### src/rtl/vga_sync_gen_if.sv
// Raster timing bundle from vga_sync_gen to the pong renderers:
// pixel coordinates, active-low syncs, display enable and timing strobes.
interface vga_sync_gen_if;
  logic [9:0] x;
  logic [9:0] y;
  logic       hsync;
  logic       vsync;
  logic       video_on;
  logic       p_tick;
  logic       frame_tick;

  // Timing generator side
  modport master (
    output x,
    output y,
    output hsync,
    output vsync,
    output video_on,
    output p_tick,
    output frame_tick
  );

  // Renderer side
  modport slave (
    input x,
    input y,
    input hsync,
    input vsync,
    input video_on,
    input p_tick,
    input frame_tick
  );
endinterface

### src/rtl/vga_sync_gen.sv
// VGA raster timing generator (640x480 @ 60 Hz at the default parameters).
// A clock divider produces a one-clk pixel enable; horizontal and vertical
// counters advance on that enable. Every output is either a register or a
// decode of registers only, so renderers see stable values for a whole pixel.
module vga_sync_gen #(
  parameter int CLK_DIV   = 4,
  parameter int H_DISPLAY = 640,
  parameter int H_FRONT   = 16,
  parameter int H_SYNC    = 96,
  parameter int H_BACK    = 48,
  parameter int V_DISPLAY = 480,
  parameter int V_FRONT   = 10,
  parameter int V_SYNC    = 2,
  parameter int V_BACK    = 33
) (
  input  logic           clk,
  input  logic           reset,
  vga_sync_gen_if.master vga
);

  localparam int CNT_W   = 10;
  localparam int DIV_W   = (CLK_DIV > 2) ? $clog2(CLK_DIV) : 1;
  localparam int H_TOTAL = H_DISPLAY + H_FRONT + H_SYNC + H_BACK;
  localparam int V_TOTAL = V_DISPLAY + V_FRONT + V_SYNC + V_BACK;

  localparam logic [DIV_W-1:0] DIV_LAST = DIV_W'(CLK_DIV - 1);

  localparam logic [CNT_W-1:0] H_LAST   = CNT_W'(H_TOTAL - 1);
  localparam logic [CNT_W-1:0] H_VIS    = CNT_W'(H_DISPLAY);
  localparam logic [CNT_W-1:0] HS_START = CNT_W'(H_DISPLAY + H_FRONT);
  localparam logic [CNT_W-1:0] HS_END   = CNT_W'(H_DISPLAY + H_FRONT + H_SYNC);

  localparam logic [CNT_W-1:0] V_LAST   = CNT_W'(V_TOTAL - 1);
  localparam logic [CNT_W-1:0] V_VIS    = CNT_W'(V_DISPLAY);
  localparam logic [CNT_W-1:0] VS_START = CNT_W'(V_DISPLAY + V_FRONT);
  localparam logic [CNT_W-1:0] VS_END   = CNT_W'(V_DISPLAY + V_FRONT + V_SYNC);

  // Active-low sync decode: low for lo <= cnt < hi.
  function automatic logic sync_n(input logic [CNT_W-1:0] cnt,
                                  input logic [CNT_W-1:0] lo,
                                  input logic [CNT_W-1:0] hi);
    return !((cnt >= lo) && (cnt < hi));
  endfunction

  logic [DIV_W-1:0] div_cnt;
  logic [CNT_W-1:0] h_cnt;
  logic [CNT_W-1:0] v_cnt;
  logic [CNT_W-1:0] h_nxt;
  logic [CNT_W-1:0] v_nxt;
  logic             hsync_q;
  logic             vsync_q;
  logic             p_tick;
  logic             h_last;
  logic             v_last;

  assign p_tick = (div_cnt == DIV_LAST);
  assign h_last = (h_cnt == H_LAST);
  assign v_last = (v_cnt == V_LAST);

  // Pixel-rate divider: counts 0..CLK_DIV-1 and wraps.
  always_ff @(posedge clk or posedge reset) begin
    if (reset) begin
      div_cnt <= '0;
    end else if (p_tick) begin
      div_cnt <= '0;
    end else begin
      div_cnt <= div_cnt + DIV_W'(1);
    end
  end

  // Next raster position; vertical advances only when the line wraps.
  always_comb begin
    h_nxt = h_cnt;
    v_nxt = v_cnt;
    if (p_tick) begin
      if (h_last) begin
        h_nxt = '0;
        if (v_last) begin
          v_nxt = '0;
        end else begin
          v_nxt = v_cnt + CNT_W'(1);
        end
      end else begin
        h_nxt = h_cnt + CNT_W'(1);
      end
    end
  end

  // Counter and sync registers; syncs load from the next position so they
  // switch on the same edge as the coordinates they describe.
  always_ff @(posedge clk or posedge reset) begin
    if (reset) begin
      h_cnt   <= '0;
      v_cnt   <= '0;
      hsync_q <= 1'b1;
      vsync_q <= 1'b1;
    end else begin
      h_cnt   <= h_nxt;
      v_cnt   <= v_nxt;
      hsync_q <= sync_n(h_nxt, HS_START, HS_END);
      vsync_q <= sync_n(v_nxt, VS_START, VS_END);
    end
  end

  assign vga.x          = h_cnt;
  assign vga.y          = v_cnt;
  assign vga.hsync      = hsync_q;
  assign vga.vsync      = vsync_q;
  assign vga.video_on   = (h_cnt < H_VIS) && (v_cnt < V_VIS);
  assign vga.p_tick     = p_tick;
  assign vga.frame_tick = p_tick && h_last && v_last;

endmodule

### src/flat_wrapper.sv
// flat-port wrapper written by rule: the top's interface ports become plain ports
module vga_sync_gen_flat 
#(
  parameter int CLK_DIV   = 4,
  parameter int H_DISPLAY = 640,
  parameter int H_FRONT   = 16,
  parameter int H_SYNC    = 96,
  parameter int H_BACK    = 48,
  parameter int V_DISPLAY = 480,
  parameter int V_FRONT   = 10,
  parameter int V_SYNC    = 2,
  parameter int V_BACK    = 33
)
  (clk, reset, vga_x, vga_y, vga_hsync, vga_vsync, vga_video_on, vga_p_tick, vga_frame_tick);
  vga_sync_gen_if vga_i ();
  input  logic clk;
  input  logic reset;
  output wire logic [$bits(vga_i.x)-1:0] vga_x;
  output wire logic [$bits(vga_i.y)-1:0] vga_y;
  output wire logic [$bits(vga_i.hsync)-1:0] vga_hsync;
  output wire logic [$bits(vga_i.vsync)-1:0] vga_vsync;
  output wire logic [$bits(vga_i.video_on)-1:0] vga_video_on;
  output wire logic [$bits(vga_i.p_tick)-1:0] vga_p_tick;
  output wire logic [$bits(vga_i.frame_tick)-1:0] vga_frame_tick;
  assign vga_x = vga_i.x;
  assign vga_y = vga_i.y;
  assign vga_hsync = vga_i.hsync;
  assign vga_vsync = vga_i.vsync;
  assign vga_video_on = vga_i.video_on;
  assign vga_p_tick = vga_i.p_tick;
  assign vga_frame_tick = vga_i.frame_tick;
  vga_sync_gen #(.CLK_DIV(CLK_DIV), .H_DISPLAY(H_DISPLAY), .H_FRONT(H_FRONT), .H_SYNC(H_SYNC), .H_BACK(H_BACK), .V_DISPLAY(V_DISPLAY), .V_FRONT(V_FRONT), .V_SYNC(V_SYNC), .V_BACK(V_BACK)) u_core (.clk(clk), .reset(reset), .vga(vga_i));
endmodule
### config.mk
export PLATFORM = sky130hd
export DESIGN_NAME = vga_sync_gen_flat
export DESIGN_NICKNAME = d
export VERILOG_FILES = /design/src/rtl/vga_sync_gen_if.sv /design/src/rtl/vga_sync_gen.sv /design/src/flat_wrapper.sv
export SDC_FILE = /design/constraint.sdc
export NUM_CORES = 1
export LEC_CHECK = 0
export ABC_AREA = 1
export CAP_MARGIN = 0
export CORE_UTILIZATION = 47
export DETAILED_ROUTE_END_ITERATION = 7
export HOLD_SLACK_MARGIN = 0.02
export PLACE_DENSITY_LB_ADDON = 0.15
export SLEW_MARGIN = 20
export SYNTH_ARGS = -nofsm -noshare
export SYNTH_HDL_FRONTEND = slang
export SYNTH_SLANG_ARGS = --single-unit
### constraint.sdc
create_clock -name clk -period 1.6 [get_ports clk]
set_input_delay 0.16 -clock clk [delete_from_list [all_inputs] [get_ports clk]]
set_output_delay 0.16 -clock clk [all_outputs]
set_load 0.01 [all_outputs]
==> impl_results.md <==
- Reg2Reg Setup Slack: -0.04 ns
- Min setup slack post-route: -0.116 ns
- Per-cell routed wire length: between 10 and 15 um
- Mapped Cells: roughly 220
- Num Clock Sinks: 24
- Total number of vias: ~1800
- First-pass GRT wire length: around 6500 um
- Final nets: 315
- Ant. Diodes: 0
- Internal: roughly 0.7 mW
- Required @ worst endpoint: about 1.4 ns
- # IOs: 27
- Final setup fails: 3
- Syn avg cell area: between 6 and 7 sq um
- Register area share after synthesis: 0.395
- Chip height: ~59 um
- Clock Path Buffers: 2
- Worst path slowest cell: dfrtp_1
- Total grt overflow: 0
- Port bufs: 26
- Htree depth: 1
- Post-synth EDFFs: 0
- CP Class: flip-flop to output port
- Fmax: between 500 and 600 MHz
- # Max-Cap Violations: 0
- Vias in the first global route: between 1500 and 2000
- Yosys warns: 0
- Pwr Density: approximately 370 mW/mm^2
- Wirelength, routed: between 4000 and 5000 um
- Most used DFF post-synth: dfrtp_1
- Combinational power share: 0.018
- TNS Setup: -0.201 ns
- DP Wirelength: 2990 um
- Initial DRC Count: 92
- Die width: between 50 and 60 um
- Unique masters post-synth: 22
- CTS tree: yes
- Register bit count reported by yosys: 24
- Yosys top cell area share: 0.360
- Unrepaired setup endpoints after global routing: true
- CTS root buf: clkbuf_4
- Core ar.: slightly above 0.003 sq mm
- Lkg Pwr: 1.29 nW
- Initial antenna violation count: 0
- Synth top area cells: dfrtp_1 36%, nand2_1 16%, inv_1 11%
- # hold bufs at CTS: 0
- Worst Tran Pin Value: 0.304 ns
- Layout Cells excl Fill: approximately 350
- Layout cells sized above 1: 0.349
- NetSw: 0.195 mW
- CTS Buf Count: 3
- Final Hold Viols: 0
- Net Sw Frac: 0.218
- Dpl cells: approximately 340
- Worst flop-to-flop path startpoint: u_core.vga.x[6]$_DFF_PP0_
- Crit-path cells: inv_1 > ha_2 > inv_2 > nor2_2 > nand3_1 > nor2_1 > nand3_1 > inv_1 > buf_2
- Largest net degree at the start of global routing: 25
- Maximum fanout along the worst path: 2
- Post-Route Utilization: 0.789
- GRT Total Usage: 0.249
- Initial core utilization: 0.496
- DR vias/cell: around 5.0
- Reg-to-reg endpoint: u_core.vga.vsync$_DFF_PP1_
- Synthesized area: around 0.0015 sq mm
- Final Cell Area: between 0.002 and 0.0025 sq mm
- Crit path DAT: between 1.5 and 2 ns
- Commonest cells post-synth: 64 x nand2_1, 44 x inv_1, 25 x nor2_1, 24 x nand3_1, 22 x dfrtp_1
- Die Area: 0.00348 sq mm
- Critical Path End Type: output port
- Placement Cell Area: 0.00221 sq mm
- Ys async rst share: 1.00
- FF-to-FF path depth: 10
- Setup Skew: 0.00687 ns
- P&R area growth vs syn: 59.0%
- DRT antenna net count: 0
- Failing checks: setup timing
- Dominant cell type by area after synthesis: dfrtp_1
- Crit start category: flip-flop
- Final number of max-transition violations: 0
- DRC: 0
- Drt first pass iters: 4
- Relative slew slack: 0.797
- Worst-path clk slew: between 0.1 and 0.15 ns
- Sequential share of power: 0.679
- Final worst path period share: 1.07
- Status: finished with violations
- Syn Nets: about 230
- Clk_lat worst skew: about 0.32 ns
- Most numerous cell in the Yosys netlist: nand2_1
- Layout fillers: 213
- Crit path largest cell delay: about 0.4 ns
- Min Tclk post-route: between 1.5 and 2 ns
- Total power: about 0.9 mW
- Worst min path class: input pin to asynchronous set/reset pin
- RD Place Congestion: 0.872
- Clock network power share: 0.304
- Maximum vdd drop: about 0.38 mV
- # rows: 20
==> worst max-delay path by stage <==
stage          slack [ns]                   startpoint                         end  depth (start not counted)
6_report            -0.12    u_core.vga.y[0]$_DFF_PP0_              vga_frame_tick                          9
5_1_grt             -0.19    u_core.vga.y[0]$_DFF_PP0_              vga_frame_tick                          9
4_1_cts             -0.09    u_core.vga.y[0]$_DFF_PP0_              vga_frame_tick                          9
3_5_place_dp        -0.14    u_core.vga.y[0]$_DFF_PP0_              vga_frame_tick                          9
3_3_place_gp        -0.09    u_core.vga.y[0]$_DFF_PP0_              vga_frame_tick                          9
2_1_floorplan        0.01  u_core.div_cnt[0]$_DFF_PP0_  u_core.vga.vsync$_DFF_PP1_                         11
==> kinds of logic (layout without fill, tap and decap cells) <==
logic type / Yosys count / count (layout) / synth area share
and+or+nand+nor: 132 / 133 / 0.396
adders and majority gates: 4 / 4 / 0.0328
DFF: 24 / 24 / 0.395
buffers and inverters: 47 / 130 / 0.119
xor gates and xnor gates: 1 / 1 / 0.00573
AOI/OAI and AO/OA: 15 / 15 / 0.0516
==> placed cells by master (no fill, tap or decap), drive strengths merged, types with 3 or more instances in the layout <==
| cell type | Yosys | final |
|---|---|---|
| dlymetal6s2s | 0 | 3 |
| nand4 | 8 | 8 |
| nand3 | 25 | 25 |
| o21ai | 8 | 8 |
| clkbuf | 0 | 3 |
| nor3 | 3 | 3 |
| nand2 | 65 | 65 |
| a21oi | 6 | 6 |
| ha | 4 | 4 |
| dfrtp | 22 | 22 |
| inv | 45 | 45 |
| clkdlybuf4s50 | 0 | 19 |
| nor2 | 30 | 31 |
| buf | 2 | 58 |
==> layer usage <==
metal | part of all wire | GRT usage
met1 | 0.44 | 0.342
met2 | 0.49 | 0.398
met3 | 0.056 | 0.0371
met4 | 0.011 | 0.0986
met5 | 0 | 0
==> state kept, by name (all words and copies together), names as in the netlist <==
name,flops
u_core.vga.y,10
u_core.vga.x,10
u_core.vga.hsync,1
u_core.div_cnt,2
u_core.vga.vsync,1
==> cell type report <==
class	count	area (sq um)	share of cell area
multi-input combinational	153	876	0.361
timing repair buffer	82	698	0.287
sequential	24	603	0.248
inverter	45	174	0.0716
tap	44	55.1	0.0227
clock buffer	3	22.5	0.00927
==> power groups by stage <==
stage | sequential [mW] | clock (mW) | combinational [mW]
6_report | 0.607 | 0.271 | 0.0157
5_1_grt | 0.607 | 0.293 | 0.0187
4_1_cts | 0.607 | 0.273 | 0.0169
3_5_place_dp | 0.618 | 0 | 0.0169
3_3_place_gp | 0.618 | 0 | 0.0168
2_1_floorplan | 0.618 | 0 | 0.00899
==> worst max-delay path: cells and delay by family (launching register included) <==
kind                       cells  cell delay (ns)
buffers and inverters          4             0.32
and+or+nand+nor                4             0.34
adders and majority gates      1             0.20
DFF                            1             0.40
==> metrics by stage <==
| step | hold WS (ns) | worst slack, ns |
|---|---|---|
| 5_1_grt | 0.205 | -0.188 |
| 3_3_place_gp | 0.414 | -0.0890 |
| 3_5_place_dp | 0.428 | -0.144 |
| 4_1_cts | 0.187 | -0.0946 |
| 6_report | 0.169 | -0.116 |
| 2_1_floorplan | 0.173 | 0.0120 |
==> timing repair <==
item,in CTS,in global routing
resized for setup,19,44
setup buffers,1,6
setup endpoints to repair,7,12
pin swaps,2,22
gates cloned,1,0
(Power assumes the default switching activity.)
